--- src/rtl/digit_scan_ctrl.sv ---
// digit_scan_ctrl: multiplexed-display common scanner.
//
// Each digit owns a slot of PRESCALE clocks. The first BLANK_CYCLES of a slot are
// dead time (BLANK). The rest of the slot is DRIVE, where the common of the current
// digit is asserted if that digit is enabled. At each slot end the selection moves
// to the next enabled digit. Disabled digits are skipped entirely.
//
// Optional feature: define DIGIT_SCAN_DIMMING_EN to add the Bright port. Bright
// shortens the DRIVE window. With the macro undefined, the full window is always used.
//
// Parameters
//   NUM_DIGITS     number of commons (2..16)
//   PRESCALE       clocks per digit slot (2..65535)
//   BLANK_CYCLES   dead-time clocks at slot start (0..PRESCALE-1)
//   COM_ACTIVE_LOW 1: asserted common is driven 0, 0: asserted common is driven 1
//
// Ports
//   CLK        rising-edge clock
//   RST        asynchronous active-high reset
//   ScanEn     1 = scan runs, 0 = idle with all commons inactive
//   DigitMask  per-digit enable
//   Bright     brightness 0..15 (only with DIGIT_SCAN_DIMMING_EN)
//   ComOut     registered one-hot common drive
//   DigitSel   registered current digit index, for the segment mux
//   FrameTick  registered one-cycle pulse when the selection wraps

module digit_scan_ctrl #(
  parameter int unsigned NUM_DIGITS     = 8,
  parameter int unsigned PRESCALE       = 1000,
  parameter int unsigned BLANK_CYCLES   = 2,
  parameter int unsigned COM_ACTIVE_LOW = 1
) (
  input  logic                          CLK,
  input  logic                          RST,
  input  logic                          ScanEn,
  input  logic [NUM_DIGITS-1:0]         DigitMask,
`ifdef DIGIT_SCAN_DIMMING_EN
  input  logic [3:0]                    Bright,
`endif
  output logic [NUM_DIGITS-1:0]         ComOut,
  output logic [$clog2(NUM_DIGITS)-1:0] DigitSel,
  output logic                          FrameTick
);

  localparam int unsigned SEL_W = $clog2(NUM_DIGITS);
  localparam int unsigned CNT_W = $clog2(PRESCALE);

  localparam logic [CNT_W-1:0]      CNT_LAST  = CNT_W'(PRESCALE - 1);
  localparam logic [CNT_W-1:0]      CNT_BLANK = CNT_W'(BLANK_CYCLES);
  localparam logic [NUM_DIGITS-1:0] COM_OFF   = (COM_ACTIVE_LOW != 0) ? '1 : '0;

  typedef enum logic [1:0] {
    S_IDLE  = 2'd0,
    S_BLANK = 2'd1,
    S_DRIVE = 2'd2
  } state_t;

  state_t           state_q, state_d;
  logic [CNT_W-1:0] cnt_q, cnt_d;
  logic [SEL_W-1:0] sel_d;
  logic             tick_d;
  logic             slot_start;
  logic [NUM_DIGITS-1:0] com_d;

  logic             adv_found, start_found;
  logic [SEL_W-1:0] adv_idx, start_idx;
  logic             in_window;

  // Index base+off reduced modulo NUM_DIGITS (off never exceeds NUM_DIGITS).
  function automatic logic [SEL_W-1:0] wrap_idx(input logic [SEL_W-1:0] base,
                                                input int unsigned     off);
    int unsigned t;
    t = 32'(base) + off;
    if (t >= NUM_DIGITS) t = t - NUM_DIGITS;
    return SEL_W'(t);
  endfunction

  // Candidate digits. adv_idx is the next enabled digit strictly after DigitSel,
  // or DigitSel itself when it is the only enabled digit. start_idx is the first
  // enabled digit at or after DigitSel. The loops run downward so the nearest
  // candidate is the one that sticks.
  always_comb begin
    adv_found   = 1'b0;
    adv_idx     = DigitSel;
    start_found = 1'b0;
    start_idx   = DigitSel;
    for (int k = int'(NUM_DIGITS); k >= 1; k--) begin
      if (DigitMask[wrap_idx(DigitSel, unsigned'(k))]) begin
        adv_found = 1'b1;
        adv_idx   = wrap_idx(DigitSel, unsigned'(k));
      end
    end
    for (int k = int'(NUM_DIGITS) - 1; k >= 0; k--) begin
      if (DigitMask[wrap_idx(DigitSel, unsigned'(k))]) begin
        start_found = 1'b1;
        start_idx   = wrap_idx(DigitSel, unsigned'(k));
      end
    end
  end

  // Next state, slot counter, selection and frame pulse.
  // BLANK and DRIVE follow directly from the next count value. With
  // BLANK_CYCLES=0, a slot is therefore DRIVE from its first cycle.
  always_comb begin
    state_d    = state_q;
    cnt_d      = '0;
    sel_d      = DigitSel;
    tick_d     = 1'b0;
    slot_start = 1'b0;
    if (!ScanEn) begin
      state_d = S_IDLE;
    end else begin
      case (state_q)
        S_IDLE: begin
          slot_start = 1'b1;
          if (start_found) sel_d = start_idx;
        end
        S_BLANK, S_DRIVE: begin
          if (cnt_q == CNT_LAST) begin
            slot_start = 1'b1;
            if (adv_found) begin
              sel_d  = adv_idx;
              tick_d = (adv_idx <= DigitSel);
            end
          end else begin
            cnt_d = cnt_q + CNT_W'(1);
          end
        end
        default: ;
      endcase
      state_d = (cnt_d < CNT_BLANK) ? S_BLANK : S_DRIVE;
    end
  end

`ifdef DIGIT_SCAN_DIMMING_EN
  logic [3:0]  bright_q;
  logic [3:0]  bright_use;
  int unsigned win_lim;

  // Brightness is latched at slot start. The value on the port is used directly
  // on that first cycle, so a slot with no blank time gets the new level at once.
  always_comb begin
    bright_use = slot_start ? Bright : bright_q;
    win_lim    = BLANK_CYCLES +
                 (((PRESCALE - BLANK_CYCLES) * (32'(bright_use) + 32'd1)) >> 4);
    in_window  = (32'(cnt_d) < win_lim);
  end

  always_ff @(posedge CLK or posedge RST) begin
    if (RST)             bright_q <= 4'd0;
    else if (slot_start) bright_q <= Bright;
  end
`else
  assign in_window = 1'b1;
`endif

  // Common drive. At most one bit is ever set. It is gated by the live mask
  // bit, so clearing the current digit drops its common on the next edge.
  always_comb begin
    com_d = COM_OFF;
    if ((state_d == S_DRIVE) && DigitMask[sel_d] && in_window)
      com_d = COM_OFF ^ (NUM_DIGITS'(1) << sel_d);
  end

  // State register and registered outputs.
  always_ff @(posedge CLK or posedge RST) begin
    if (RST) begin
      state_q   <= S_IDLE;
      cnt_q     <= '0;
      DigitSel  <= '0;
      FrameTick <= 1'b0;
      ComOut    <= COM_OFF;
    end else begin
      state_q   <= state_d;
      cnt_q     <= cnt_d;
      DigitSel  <= sel_d;
      FrameTick <= tick_d;
      ComOut    <= com_d;
    end
  end

endmodule

--- config.mk ---
export PLATFORM = sky130hd
export DESIGN_NAME = digit_scan_ctrl
export DESIGN_NICKNAME = d
export VERILOG_FILES = /design/src/rtl/digit_scan_ctrl.sv
export SDC_FILE = /design/constraint.sdc
export NUM_CORES = 1
export LEC_CHECK = 0
export CAP_MARGIN = 20
export CORE_MARGIN = 3
export CORE_UTILIZATION = 58
export CTS_CLUSTER_DIAMETER = 200
export CTS_CLUSTER_SIZE = 14
export DETAILED_ROUTE_END_ITERATION = 12
export GPL_TIMING_DRIVEN = 0
export PLACE_DENSITY = 0.78
export SLEW_MARGIN = 10
export SYNTH_ARGS = -nofsm -noshare
export SYNTH_HDL_FRONTEND = slang
export SYNTH_SLANG_ARGS = --single-unit
--- constraint.sdc ---
create_clock -name CLK -period 4.6 [get_ports CLK]
set_input_delay 0.69 -clock CLK [delete_from_list [all_inputs] [get_ports CLK]]
set_output_delay 0.69 -clock CLK [all_outputs]
set_load 0.005 [all_outputs]
# Word level (Yosys, flattened, before mapping)
# Index checks and enable logic that the tools add are counted.
# totals
latch_bits	0
memories	0
output_inout_bits	12
mem_bits_ro	0
ram_bits	0
register_bits	24
# op_classes
n_reduce_logical	3
eq_ne	4
n_addsub	18
n_bitwise	1
shift	1
n_div	0
multipliers	0
n_lt_le_gt_ge	21
mux	77
# op_table
cell	n
$mux 3	29
$lt 3x4->1 const B	10
$mux 10	4
$bmux 1 s3	10
$mux 1	30
$ge 4x4->1 const B	7
$sub 3x1->3 const B	9
$add 3x3->4 const B	4
$add 10x1->10 const B	1
$eq 10x10->1 const B	1
$lt 10x2->1 const B	1
$add 3x2->4 const B	2
$mux 8	1
$not 8->8	1
$shl 1x3->8 const A	1
$pmux 3 s2	1
$add 3x4->5 const B	1
$ge 5x4->1 const B	1
$add 3x1->4 const B	1
$eq 2x2->1 const B	2
$ge 3x4->1 const B	1
$mux 2	2
$le 3x3->1	1
$eq 2x1->1 const B	1
other kinds (3)	3

# Logic depth before layout (Yosys ltp)
# depth
word_depth	21
mapped_depth	16
mapped_depth_nobuf	13

# Worst setup path before layout
# No wires, ideal clock.
# synth_timing
path_kind	register -> register
start	register DigitSel[1]
end	register ComOut[4]
n_path_buf	3
path_slack_ns	0.967
period_less_slack_ns	3.633
path_stages_with_launch	14
arrival_time_ns	3.539
required_ns	4.506
path_cell_list	dfrtp_1 > buf_6 > inv_1 > clkbuf_1 > ha_1 > buf_4 > mux2i_1 > mux4_2 > o2111a_1 > o21a_1 > o311a_1 > a211oi_4 > inv_2 > or4b_1
# synth_between
elab_chain_cells	21
elab_cells_between_ends	96
classes_between	17 x add/sub; 9 x order compare; 1 x shift; 67 x mux; 1 x bitwise; 1 x reduce/logical
# synth_rtl
element	line_no	text
start, declared	41	output logic [$clog2(NUM_DIGITS)-1:0] DigitSel,
start signal, assigned	176	DigitSel <= sel_d;
$add 3x4->5	73	t = 32'(base) + off;
$ge 5x4->1 or $sub 3x1->3 (tied branches)	74	if (t >= NUM_DIGITS) t = t - NUM_DIGITS;
$mux 3	74	
$bmux 1 s3	88	if (DigitMask[wrap_idx(DigitSel, unsigned'(k))]) begin
$mux 1 (implied by the code)	88	
$mux 3 or $mux 1 (tied branches) (8 in a row)	88	
$mux 3	121	if (adv_found) begin
$mux 3	119	if (cnt_q == CNT_LAST) begin
$pmux 3 s2 *	113	case (state_q)
$mux 3 *	110	if (!ScanEn) begin
via sel_d[0]	60	logic [SEL_W-1:0] sel_d;
$bmux 1 s3	161	if ((state_d == S_DRIVE) && DigitMask[sel_d] && in_window)
$mux 1 (implied by the code)	161	
$logic_and 1x1->1	161	
$mux 8 *	161	
via com_d[4]	63	logic [NUM_DIGITS-1:0] com_d;
end signal, assigned	178	ComOut <= com_d;
end, declared	40	output logic [NUM_DIGITS-1:0] ComOut,
# Mark *: on every way through the listed nets, which the timed path passes. The rest lies on a longest branch. The select of a mux whose other input is x is not followed.

# Worst setup path after layout
# layout_timing
start	register DigitSel[1]
end	register FrameTick
# layout_between
elab_chain_cells	18
elab_cells_between_ends	69
classes_between	16 x add/sub; 9 x order compare; 44 x mux
# layout_rtl
element	line_no	text
$add 3x4->5	73	
$ge 5x4->1 or $sub 3x1->3 (tied branches)	74	
$mux 3	74	
$bmux 1 s3	88	
$mux 1 (implied by the code)	88	
$mux 3 (8 in a row)	88	
$le 3x3->1	123	tick_d = (adv_idx <= DigitSel);
$mux 1 *	121	
$mux 1 *	119	
$mux 1 *	113	
$mux 1 *	110	
via tick_d	61	logic tick_d;
end signal, assigned	177	FrameTick <= tick_d;
end, declared	42	output logic FrameTick
# Marked as above.

==> impl_metrics.tcl <==
set metrics [dict create \
    leakagePower_nw 1.08 \
    dieHeight_um 68.5 \
    vias_per_cell 6.31 \
    post-route-util 0.703 \
    grt_use_total 0.246 \
    ctsHoldBuffers 0 \
    drtIter0Drc 151 \
    regToRegStartpoint "DigitSel[1]" \
    p_int_uw 951 \
    wirelength_um 5270 \
    synthDistinctLibCells 59 \
    min_path_type "register to register" \
    endpoint_kind "register" \
    min_period_ps 4290 \
    clock_power_share 0.103 \
    async_flop_share 1.00 \
    antenna_found_initial 0 \
    numCtsBuffers 3 \
    maxSlewViolCount 0 \
    hold_start "cnt_q[0]" \
    syn_nets 256 \
    synth_edf_count 0 \
    arrival_ps 4430 \
    powerDensity_nw_per_um2 684 \
    grt_pass1_wl_um 8690 \
    switching_share 0.468 \
    die_x_um 68.5 \
    syn_to_final_growth_pct 15.5 \
    hold_viol 0 \
    ios 23 \
    net-switching-power_uw 836 \
    grt_max_degree 25 \
    p_comb_frac 0.753 \
    post_drt_wl_per_cell_um 16.9 \
    relSlewSlack 0.426 \
    syn_area_per_cell_sq_um 9.55 \
    diodes 0 \
    drcViolationCount 0 \
    skew_ps 2.97 \
    syn-instance-count 237 \
    cts_tree "yes" \
    synthesis.area_sq_um 2260 \
    status "completed" \
    hpwl_um 3970 \
    seqPwrFrac 0.144 \
    grt_pass1_vias 1778 \
    yosysWarnings 0 \
    rrSetupSlack_ps 310 \
    synthFlopType "dfrtp_1" \
    critPathKind "register to register" \
    initial_utilization 0.609 \
    grt_overflow_total 0 \
    die_area_sq_um 4690 \
    setup_viol 0 \
    cp.required_ps 4740 \
    critPathLaunchType "register" \
    clockBufferDepth 2 \
    core_region_area_sq_um 3720 \
    vias 1961 \
    layout-drive-gt1-share 0.175 \
    io_buffers 22 \
    tns_ps 0 \
    ant_nets 0 \
    finalCritPeriodShare 0.932 \
    final_common_cell "clkdlybuf4s50_1" \
    cts.sinks 24 \
    crit_path_start "DigitSel[1]" \
    rsz0062_at_grt "false" \
    gp_congestion 0.871 \
    fmax_mhz 233 \
    critPathMaxFanout 11 \
    final_cell_mix "clkdlybuf4s50_1 (22), dfrtp_1 (16), nand2_1 (15)" \
    max-cap-violations 0 \
    drt_first_pass_iters 4 \
    htreeDepth 1 \
    ys_ff_latch 24 \
    rows 22 \
    layout.nets 283 \
    post_cts_resize_count 0 \
    yosysSeqAreaShare 0.270 \
    worstMarginPinSlew_ps 861 \
    clkTransAtPathRegs_ps 90 \
    ir_drop_mv 0.407 \
    root_buffer "clkbuf_8" \
    clkLatencyLatePin_ps 270 \
    postCtsSetupRepairBufs 0 \
]
metrics by stage:
stage / hold WS (ps) / area, sq um / total power, mW / cells / worst slack [ps]
final: 460 / 2610 / 1.79 / 311 / 312
after global placement: 440 / 2540 / 1.55 / 307 / 483
after global routing: 487 / 2610 / 1.94 / 311 / 50.6
after floorplan: 424 / 2260 / 1.32 / 237 / 967
after detailed placement: 451 / 2540 / 1.57 / 307 / 355
after CTS: 463 / 2610 / 1.77 / 311 / 326
power groups by stage:
stage | logic (mW) | registers, mW | clock network [mW]
after floorplan | 1.06 | 0.256 | 0
after global placement | 1.29 | 0.260 | 0
after detailed placement | 1.31 | 0.260 | 0
after CTS | 1.33 | 0.257 | 0.187
after global routing | 1.48 | 0.262 | 0.198
final | 1.35 | 0.257 | 0.185
critical path, cell delays in order, from the launching register on:
cell,delay (ps)
dfrtp_1,420
buf_6,160
inv_1,70
clkbuf_1,420
ha_1,400
buf_4,210
mux2i_1,130
mux4_2,530
or3_1,330
a31oi_1,170
o311ai_2,130
a31oi_1,280
ha_1,300
a21o_1,160
a21oi_1,130
a31oi_1,50
nor4_1,270
synthesized netlist by cell type (all sizes together) (7+ instances only):
library cell	count	area [sq um]
nor4	8	62.6
mux4	11	248
mux2i	10	113
inv	16	60.1
o21ai	7	35.0
nor2	14	52.6
a21oi	11	55.1
dfstp	8	210
nor3	10	50.1
nand2	15	56.3
ha	8	100
dfrtp	16	400
nor2b	7	43.8
layout make-up:
class                   instances  area (sq um)
repair buffers                 22           220
flip-flops and latches         24           611
multi-input cells             186          1520
fillers                       314          1100
clock buffers                   3          41.3
plain buffers                  11          68.8
clock inverters                 1          30.0
well taps                      48          60.1
inverters                      16          60.1
flip-flops by register name, indices dropped and copies added (netlist names):
name,count
cnt_q,10
FrameTick,1
DigitSel,3
state_q,2
ComOut,8
worst paths after layout:
path,to,depth (start not counted)
worst min register to register,cnt_q[0],1
worst max-delay path,FrameTick,16
worst min-delay path,cnt_q[0],1
worst max register to register,FrameTick,16
min in group asynchronous,DigitSel[2],2
max in group asynchronous,state_q[1],2
cell families after synthesis:
| group | count (synthesis) | synth area share |
|---|---|---|
| simple gates | 87 | 0.220 |
| compound gates | 52 | 0.169 |
| buf+inv | 27 | 0.0570 |
| mux | 27 | 0.191 |
| flops | 24 | 0.270 |
| xor+xnor | 12 | 0.0498 |
| fa+ha+maj | 8 | 0.0442 |
layer usage:
layer  vias to the layer above  track usage  part of all wire
met4                         0       0.0298            0.0032
met1                       929        0.355              0.44
met3                         4       0.0558             0.074
li1                        957            -                 -
met5                         -            0                 0
met2                        71        0.387              0.48
No activity file was read; power rests on OpenSTA's default activity.
